**src/rtl/mem_pkg.sv**
```systemverilog
// rtl/mem_pkg.sv - shared size encodings, FSM states and helpers for mem_access_unit
package mem_pkg;

  localparam logic [1:0] SZ_BYTE = 2'b00;
  localparam logic [1:0] SZ_HALF = 2'b01;
  localparam logic [1:0] SZ_WORD = 2'b10;
  localparam logic [1:0] SZ_RSVD = 2'b11;

  typedef enum logic [1:0] {
    ST_IDLE   = 2'd0,
    ST_ACCESS = 2'd1,
    ST_RESP   = 2'd2
  } mau_state_e;

  function automatic logic [2:0] size_bytes(input logic [1:0] size);
    case (size)
      SZ_BYTE: return 3'd1;
      SZ_HALF: return 3'd2;
      default: return 3'd4;
    endcase
  endfunction

  function automatic logic [31:0] size_mask(input logic [1:0] size);
    case (size)
      SZ_BYTE: return 32'h0000_00ff;
      SZ_HALF: return 32'h0000_ffff;
      default: return 32'hffff_ffff;
    endcase
  endfunction

endpackage

```
**src/rtl/mau_load_ext.sv**
```systemverilog
// rtl/mau_load_ext.sv - sign/zero extension of right-justified load data
module mau_load_ext
  import mem_pkg::*;
(
  input  logic [1:0]  size_i,
  input  logic        signed_i,
  input  logic [31:0] raw_i,
  output logic [31:0] data_o
);

  always_comb begin
    data_o = raw_i;
    case (size_i)
      SZ_BYTE: data_o = {{24{signed_i & raw_i[7]}}, raw_i[7:0]};
      SZ_HALF: data_o = {{16{signed_i & raw_i[15]}}, raw_i[15:0]};
      default: data_o = raw_i;
    endcase
  end

endmodule

```
**src/rtl/mem_access_unit.sv**
```systemverilog
// rtl/mem_access_unit.sv - MEM-stage load/store initiator with checks, fixed-latency RAM access and response handshake
module mem_access_unit
  import mem_pkg::*;
#(
  parameter int MEM_BYTES = 256,
  parameter int LATENCY   = 1
) (
  input  logic        clk,
  input  logic        reset_n,
  input  logic        req_valid,
  output logic        req_ready,
  input  logic        req_rw,
  input  logic [1:0]  req_size,
  input  logic        req_signed,
  input  logic [31:0] req_addr,
  input  logic [31:0] req_wdata,
  output logic        rsp_valid,
  input  logic        rsp_ready,
  output logic [31:0] rsp_rdata,
  output logic        rsp_err,
  output logic        mem_en,
  output logic        mem_rw,
  output logic [31:0] mem_addr,
  output logic [31:0] mem_wdata,
  output logic [1:0]  mem_size,
  input  logic [31:0] mem_rdata
);

  localparam logic [3:0] CNT_INIT = 4'(LATENCY - 1);

  mau_state_e  state_q, state_d;
  logic [3:0]  cnt_q, cnt_d;
  logic        rw_q, rw_d;
  logic [1:0]  size_q, size_d;
  logic        signed_q, signed_d;
  logic [31:0] addr_q, addr_d;
  logic [31:0] wdata_q, wdata_d;
  logic [31:0] rdata_q, rdata_d;
  logic        err_q, err_d;

  logic [32:0] end_addr;
  logic        req_err;
  logic [31:0] ext_data;

  // End address is computed one bit wider so addresses near 2^32 cannot wrap into range.
  assign end_addr = {1'b0, req_addr} + 33'(size_bytes(req_size));
  assign req_err  = (req_size == SZ_RSVD)
                 || (req_size == SZ_HALF && req_addr[0] != 1'b0)
                 || (req_size == SZ_WORD && req_addr[1:0] != 2'b00)
                 || (end_addr > 33'(MEM_BYTES));

  mau_load_ext u_load_ext (
    .size_i   (size_q),
    .signed_i (signed_q),
    .raw_i    (mem_rdata),
    .data_o   (ext_data)
  );

  always_comb begin
    state_d  = state_q;
    cnt_d    = cnt_q;
    rw_d     = rw_q;
    size_d   = size_q;
    signed_d = signed_q;
    addr_d   = addr_q;
    wdata_d  = wdata_q;
    rdata_d  = rdata_q;
    err_d    = err_q;
    case (state_q)
      ST_IDLE: begin
        if (req_valid) begin
          rw_d     = req_rw;
          size_d   = req_size;
          signed_d = req_signed;
          addr_d   = req_addr;
          wdata_d  = req_wdata & size_mask(req_size);
          rdata_d  = 32'h0;
          err_d    = req_err;
          cnt_d    = CNT_INIT;
          state_d  = req_err ? ST_RESP : ST_ACCESS;
        end
      end
      ST_ACCESS: begin
        if (cnt_q == 4'd0) begin
          if (!rw_q) rdata_d = ext_data;
          state_d = ST_RESP;
        end else begin
          cnt_d = cnt_q - 4'd1;
        end
      end
      ST_RESP: begin
        if (rsp_ready) state_d = ST_IDLE;
      end
      default: state_d = ST_IDLE;
    endcase
  end

  always_ff @(posedge clk or negedge reset_n) begin
    if (!reset_n) begin
      state_q  <= ST_IDLE;
      cnt_q    <= 4'd0;
      rw_q     <= 1'b0;
      size_q   <= SZ_BYTE;
      signed_q <= 1'b0;
      addr_q   <= 32'h0;
      wdata_q  <= 32'h0;
      rdata_q  <= 32'h0;
      err_q    <= 1'b0;
    end else begin
      state_q  <= state_d;
      cnt_q    <= cnt_d;
      rw_q     <= rw_d;
      size_q   <= size_d;
      signed_q <= signed_d;
      addr_q   <= addr_d;
      wdata_q  <= wdata_d;
      rdata_q  <= rdata_d;
      err_q    <= err_d;
    end
  end

  // Strobes decode straight from the state register so a reset drops them without a clock.
  assign req_ready = (state_q == ST_IDLE);
  assign rsp_valid = (state_q == ST_RESP);
  assign rsp_rdata = rdata_q;
  assign rsp_err   = err_q;
  assign mem_en    = (state_q == ST_ACCESS);
  assign mem_rw    = (state_q == ST_ACCESS) && rw_q;
  assign mem_addr  = addr_q;
  assign mem_wdata = wdata_q;
  assign mem_size  = size_q;

endmodule

```
**config.mk**
```make
export PLATFORM = sky130hd
export DESIGN_NAME = mem_access_unit
export DESIGN_NICKNAME = d
export VERILOG_FILES = /design/src/rtl/mem_pkg.sv /design/src/rtl/mau_load_ext.sv /design/src/rtl/mem_access_unit.sv
export SDC_FILE = /design/constraint.sdc
export NUM_CORES = 1
export LEC_CHECK = 0
export CORE_ASPECT_RATIO = 0.5
export CORE_MARGIN = 3
export CORE_UTILIZATION = 40
export CTS_CLUSTER_SIZE = 14
export DETAILED_ROUTE_END_ITERATION = 10
export GPL_TIMING_DRIVEN = 0
export HOLD_SLACK_MARGIN = 0.05
export PLACE_DENSITY = 0.83
export SYNTH_ARGS = -nofsm -noshare
export SYNTH_HDL_FRONTEND = slang
export SYNTH_SLANG_ARGS = --single-unit
export TNS_END_PERCENT = 50
```
**constraint.sdc**
```tcl
create_clock -name clk -period 1.9 [get_ports clk]
set_clock_uncertainty 0.2 [all_clocks]
set_input_delay 0.475 -clock clk [delete_from_list [all_inputs] [get_ports clk]]
set_output_delay 0.475 -clock clk [all_outputs]
set_load 0.01 [all_outputs]
```
==> results of run 1 <==
[flip-flops by register name, indices dropped and copies added (netlist names)]
signal	count
rsp_rdata	32
mem_size	2
state_q	2
cnt_q	4
signed_q	1
mem_wdata	32
mem_addr	32
rsp_err	1
rw_q	1
[cell usage after synthesis, drive strengths merged (5+ instances only)]
| master | instances |
|---|---|
| nand2 | 219 |
| dfrtp | 107 |
| nand3 | 35 |
| clkbuf | 25 |
| nor2b | 21 |
| o31ai | 19 |
| a22o | 18 |
| nor2 | 15 |
| o21ai | 13 |
| nand4 | 12 |
| buf | 9 |
| inv | 7 |
| and3 | 6 |
| nor4 | 6 |
| and2 | 5 |
| and4 | 5 |
| ha | 5 |
| or4 | 5 |
[power by group]
group	internal, mW	switching, mW	total (mW)
registers	2.56	0.158	2.71
logic	0.804	0.937	1.74
clock network	1.03	0.867	1.90
[per-layer routing]
metal,GRT usage (%),routed length (um),vias up
met5,0,0,-
met2,43.0,9360,177
met3,4.37,839,22
li1,-,-,2537
met1,29.5,7450,2610
met4,4.57,214,0
[stage by stage]
step                instances  power, mW  util (%)
floorplan                 592       3.44         -
global placement          963       4.46      61.7
detailed placement        964       4.52      61.9
CTS                      1002       6.31      67.3
global route             1012       6.66      69.6
finish                   1013       6.35      69.6
[cells in the final DEF (no fill, tap or decap), types with 7 or more instances in the layout]
master / instances
nand2_1: 208
dlygate4sd2_1: 108
dfrtp_1: 105
clkdlybuf4s50_1: 89
nand3_1: 34
buf_4: 31
nor2b_1: 20
a22o_1: 18
clkbuf_16: 14
nand4_1: 12
nor2_1: 11
o21ai_0: 11
o31ai_4: 10
clkbuf_1: 9
nand2_4: 8
buf_6: 7
[worst reg2reg max path: cells and delay by family, from the launching register on]
kind	cells	cell delay, ns
and+or+nand+nor	3	0.41
DFF	1	0.42
muxes	1	0.07
AOI/OAI and AO/OA	1	0.21
buffers and inverters	3	0.40
adders and majority gates	1	0.14
[repair_timing]
item	CTS	global route
setup buffers	21	11
gates cloned	2	0
endpoints found under the setup margin	179	86
pin swaps	21	16
hold endpoints to repair	35	0
resized for setup	204	58
hold buffers	1	0
[cell families after synthesis]
kind of cell	Yosys count
AND/OR/NAND/NOR	345
AO/OA/AOI/OAI	86
flip-flops	107
multiplexers	2
adder cells (fa/ha/maj)	6
buffers and inverters	41
XOR/XNOR	5
[final timing paths]
kind | end | cells past startpoint
setup reg to reg | rsp_rdata[3] | 9
max in group asynchronous | state_q[0] | 3
hold reg to reg | mem_wdata[23] | 2
setup / recovery | rsp_err | 14
hold / removal | mem_size[0] | 3
min in group asynchronous | mem_addr[16] | 2
[layout make-up]
cell class	instances	area (um2)
sequential	107	2680
tap	165	206
fill	947	3720
clock buffer	11	233
inverter	7	28.8
buffer	31	263
antenna	1	2.50
clock inverter	5	61.3
multi-input combinational	444	2770
timing repair buffer	242	2270
==> flow_metrics.py, run 1 <==
metrics = {
    "synthesis": {
        "ys_ff_latch": 107,
        "async_reset_ff_share_pct": 100,
        "yosysWarnings": 0,
        "synth_edf_count": 0,
        "netlist_area_mm2": 0.00519,
        "synth_compound_area_share_pct": 12.5,
        "synth_area_leader_cell": "dfrtp_1",
        "yosysSeqAreaShare_pct": 51.6,
        "post_synth_inst_count": 592,
        "dominantRegCellSynth": "dfrtp_1",
        "synthXorXnorAreaFrac_pct": 0.844,
        "synth_mux_area_share_pct": 0.386,
        "yosys.cell_types.count": 51,
        "ys_top_cells_by_area": "dfrtp_1, nand2_1, nand3_1, a22o_1, o31ai_1",
        "synth.top_cell.area_share_pct": 51.6,
        "yosys.area_share.adder_pct": 1.59,
        "synth_top_family_by_area": "simple AND/OR/NAND/NOR gates",
        "synth.net_count": 702,
        "syn_area_per_cell_um2": 8.77,
        "yosys.area_share.simple_pct": 30.1,
    },
    "global_routing": {
        "grtUsageTotal_pct": 23.4,
        "grt_pass1_wl_um": 27500,
        "globalRouteOverflowTotal": 0,
        "first_global_vias": 5309,
        "antenna_found_initial": 0,
        "grt_max_degree": 73,
    },
    "timing": {
        "hold_viol": 0,
        "tightestPinTransition_ns": 0.498,
        "fmax_ghz": 0.326,
        "fin_crit_sh_pct": 161,
        "min_period_ns": 3.07,
        "slew_headroom_pct": 65.9,
        "totalNegativeSetupSlack_ns": -3.97,
        "maxSlewViolCount": 0,
        "hold_slack_ns": 0.242,
        "finalSetupViolCount": 24,
        "rsz0062_at_grt": "yes",
        "finalWorstSetupSlack_ns": -1.17,
    },
    "route": {
        "drtIter0Drc": 427,
        "wl_per_cell_um": 17.6,
        "ant_nets": 0,
        "totalWireLength_um": 17900,
        "dr_total_vias": 5346,
        "drt-pass1-iter-count": 5,
        "drc": 0,
        "vias_per_cell": 5.28,
    },
    "floorplanning": {
        "initial_core_util_pct": 42.4,
        "die_w_um": 167,
        "dieArea_mm2": 0.0145,
        "core_mm2": 0.0122,
        "top_level_ports": 207,
        "rows": 28,
        "die_h_um": 86.5,
    },
    "critical_path": {
        "cp.buffers_inverters": 4,
        "start_kind": "input port",
        "critical_path_required_ns": 1.93,
        "critPathSlowestCell": "a2111oi_4",
        "cp_top_family": "compound AO/OA/AOI/OAI gates",
        "critPathArrivalTime_ns": 3.09,
        "path_class": "input port to register",
        "cp_cell_sequence": "buf_8 > clkbuf_16 > or2_4 > inv_4 > ha_4 > fa_2 > a21o_1 > nand4_1 > buf_4 > o31ai_4 > nand4_1 > a2111oi_4 > nand4_1 > o21a_1",
        "critPathMaxFanout": 4,
        "r2r_slack_ns": -0.05,
        "r2r_start": "cnt_q[1]",
        "worstSetupStartpoint": "req_size[1]",
        "slowest_delay_ns": 0.39,
        "crit_path_end_kind": "register",
        "cp_common_cell": "nand4_1",
    },
    "layout": {
        "drive_above_1_share_pct": 16.2,
        "nets": 952,
        "stdcell_area_mm2": 0.00851,
        "area_growth_pct": 64.0,
    },
    "clocking": {
        "cts_buffers": 9,
        "clk_path_buf_depth": 2,
        "cts_root_buf": "clkbuf_16",
        "clkTransAtPathRegs_ns": 0.07,
        "cts_sinks": 107,
        "insertion_delay_ns": 0.34,
        "cts_tree": "built",
        "htreeDepth": 3,
    },
    "min_path": {
        "hp-class": "input port to register",
        "hp-start": "req_size[0]",
    },
    "placement": {
        "dp_hpwl_um": 12100,
        "postPlaceCellArea_mm2": 0.00757,
        "port_buffers": 206,
        "dpl_worst_slack_ns": -2.16,
        "gp_congestion": 0.875,
    },
    "flow_run": {
        "cap_violations": 0,
    },
    "pwr": {
        "vdd_drop_max_v": 0.000421,
        "power-per-cell-area_mw_per_mm2": 747,
        "power_leakage_nw": 4.26,
    },
    "outcome": {
        "failed_checks": "negative setup slack",
        "status": "finished, violations left",
    },
}
Power figures use the tool's default switching activity.
==> inputs of run 2 (changes only) <==
--- a/config.mk
+++ b/config.mk
@@ -5,14 +5,16 @@
 export SDC_FILE = /design/constraint.sdc
 export NUM_CORES = 1
 export LEC_CHECK = 0
+export ABC_AREA = 1
 export CORE_ASPECT_RATIO = 0.5
 export CORE_MARGIN = 3
 export CORE_UTILIZATION = 40
+export CTS_CLUSTER_DIAMETER = 80
 export CTS_CLUSTER_SIZE = 14
 export DETAILED_ROUTE_END_ITERATION = 10
 export GPL_TIMING_DRIVEN = 0
 export HOLD_SLACK_MARGIN = 0.05
-export PLACE_DENSITY = 0.83
+export PLACE_DENSITY = 0.82
 export SYNTH_ARGS = -nofsm -noshare
 export SYNTH_HDL_FRONTEND = slang
 export SYNTH_SLANG_ARGS = --single-unit
==> flow_metrics.py, run 2 <==
metrics = {
    "global_routing": {
        "grt.met2_usage_pct": 41.7,
        "busiest_layer": "met2",
        "grt_use_met3_pct": 4.06,
        "antenna_found_initial": 0,
        "grt_max_degree": 60,
        "grt_pass1_wl_um": 29400,
        "grtUsageTotal_pct": 24.2,
        "globalRouteOverflowTotal": 0,
        "first_global_vias": 5817,
        "grt_use_met1_pct": 32.0,
    },
    "layout": {
        "area_growth_pct": 59.7,
        "stdcell_area_mm2": 0.00871,
        "n_fill_cell": 1104,
        "final_cell_mix": "nand2_1, dfrtp_1, dlygate4sd2_1",
        "nets": 1103,
        "drive_above_1_share_pct": 16.5,
        "antenna_cells": 0,
        "final_common_cell": "nand2_1",
    },
    "flow_run": {
        "cap_violations": 0,
    },
    "placement": {
        "postPlaceCellArea_mm2": 0.00783,
        "port_buffers": 206,
        "gp_congestion": 0.956,
        "dp_hpwl_um": 13400,
    },
    "synthesis": {
        "ys_top_cells_by_area": "dfrtp_1, nand2_1, o21ai_0, nor2_1, inv_1",
        "synth.net_count": 844,
        "synth_area_leader_cell": "dfrtp_1",
        "synth_common_cells": "nand2_1, dfrtp_1, o21ai_0, nor2_1, inv_1",
        "yosys.cell_types.count": 31,
        "syn_area_per_cell_um2": 7.43,
        "synth.top_cell.area_share_pct": 49.1,
        "ys_ff_latch": 107,
        "yosysSeqAreaShare_pct": 49.1,
        "yosysWarnings": 0,
        "synth_edf_count": 0,
        "async_reset_ff_share_pct": 100,
        "post_synth_inst_count": 734,
        "netlist_area_mm2": 0.00546,
        "dominantRegCellSynth": "dfrtp_1",
        "synth.most_common_cell": "nand2_1",
    },
    "timing": {
        "rsz0062_at_grt": "yes",
        "maxSlewViolCount": 0,
        "fmax_ghz": 0.405,
        "hold_slack_ns": 0.281,
        "finalSetupViolCount": 55,
        "tightestPinTransition_ns": 0.670,
        "min_period_ns": 2.47,
        "finalWorstSetupSlack_ns": -0.571,
        "hold_viol": 0,
        "fin_crit_sh_pct": 130,
        "slew_headroom_pct": 55.3,
    },
    "floorplanning": {
        "core_mm2": 0.0130,
        "die_w_um": 171,
        "initial_core_util_pct": 42.0,
        "top_level_ports": 207,
        "die_h_um": 88.6,
        "rows": 29,
        "dieArea_mm2": 0.0152,
    },
    "route": {
        "vias_per_cell": 5.09,
        "drtIter0Drc": 411,
        "drt-pass1-iter-count": 4,
        "wl_per_cell_um": 16.1,
        "ant_nets": 0,
        "drc": 0,
        "dr_total_vias": 5941,
        "totalWireLength_um": 18800,
    },
    "pwr": {
        "vdd_drop_max_v": 0.000437,
        "power-per-cell-area_mw_per_mm2": 1050,
        "power_leakage_nw": 4.37,
    },
    "critical_path": {
        "critPathArrivalTime_ns": 2.52,
        "path_class": "input port to register",
        "critPathMaxFanout": 3,
        "critical_path_required_ns": 1.95,
        "crit_path_end_kind": "register",
        "start_kind": "input port",
    },
    "clocking": {
        "cts_tree": "built",
        "cts_sinks": 107,
        "cts_buffers": 9,
        "htreeDepth": 3,
        "clkTransAtPathRegs_ns": 0.08,
        "clk_path_buf_depth": 2,
        "cts_root_buf": "clkbuf_16",
        "insertion_delay_ns": 0.35,
    },
    "outcome": {
        "status": "finished, violations left",
        "failed_checks": "negative setup slack",
    },
    "min_path": {
        "hp-class": "register to register",
    },
}
-- run 2: final timing paths --
| path | slack, ns | cells after the start | to | start |
|---|---|---|---|---|
| max in group asynchronous | 0.26 | 3 | mem_size[0] | reset_n |
| min in group asynchronous | 0.50 | 2 | rsp_rdata[4] | reset_n |
| min | 0.28 | 2 | mem_addr[27] | mem_addr[27] |
| min reg2reg | 0.28 | 2 | mem_addr[27] | mem_addr[27] |
| max reg2reg | -0.06 | 7 | mem_wdata[21] | state_q[1] |
| max | -0.57 | 14 | rsp_err | req_addr[0] |
-- run 2: cell type report --
cell class	instances	area, um2	area share [%]
clock inverter	6	60.1	0.689
timing repair buffer	247	2320	26.6
clock buffer	10	229	2.63
buffer	25	208	2.38
tap	170	213	2.44
multi-input combinational	543	2770	31.8
sequential	107	2680	30.8
inverter	60	230	2.64
-- run 2: logic make-up after synthesis --
kind of cell,count (synthesis),synth area share (%)
adder cells (fa/ha/maj),6,1.51
buffers and inverters,85,6.42
flip-flops,107,49.1
AND/OR/NAND/NOR,409,30.6
XOR/XNOR,5,0.803
AO/OA/AOI/OAI,122,11.5
-- run 2: repair_timing --
action,CTS,global route
endpoints found under the setup margin,184,109
resized for setup,220,52
hold endpoints to repair,48,0
setup buffers,31,5
hold buffers,1,0
pin swaps,43,8
cloned,4,1
-- run 2: routing by layer --
metal | vias up | part of all wire, %
met5 | - | 0
met4 | 0 | 2.2
met3 | 39 | 5.0
met2 | 210 | 49
met1 | 2826 | 43
li1 | 2866 | -
-- run 2: worst max-delay path: stages --
cell and delay, ns:
clkdlybuf4s15_1 0.20, ha_2 0.21, fa_2 0.42, buf_6 0.14, xnor2_2 0.16, nand3_1 0.10
a21oi_1 0.13, nand2_1 0.08, a21oi_1 0.15, nand2_1 0.13, nor2_4 0.14, nand2_1 0.07
nand2_1 0.06, nand2_1 0.05
-- run 2: where the power goes --
group | internal (mW) | switching, mW | leakage, nW
clock | 0.923 | 0.946 | 0.134
combinational | 1.78 | 2.19 | 2.84
sequential | 2.98 | 0.369 | 1.39
total | 5.68 | 3.50 | 4.37
-- run 2: metrics by stage --
stage | utilization, % | total power [mW] | setup WS (ns) | setup TNS (ns) | std cells
5_1_grt | 67.1 | 9.74 | -0.751 | -11.18 | 1168
4_1_cts | 65.6 | 8.99 | -0.529 | -2.23 | 1163
2_1_floorplan | - | 5.01 | -0.587 | -1.69 | 734
3_3_place_gp | 60.1 | 7.14 | -3.98 | -461.45 | 1110
6_report | 67.1 | 9.18 | -0.571 | -2.97 | 1168
3_5_place_dp | 60.3 | 7.23 | -1.57 | -37.94 | 1111
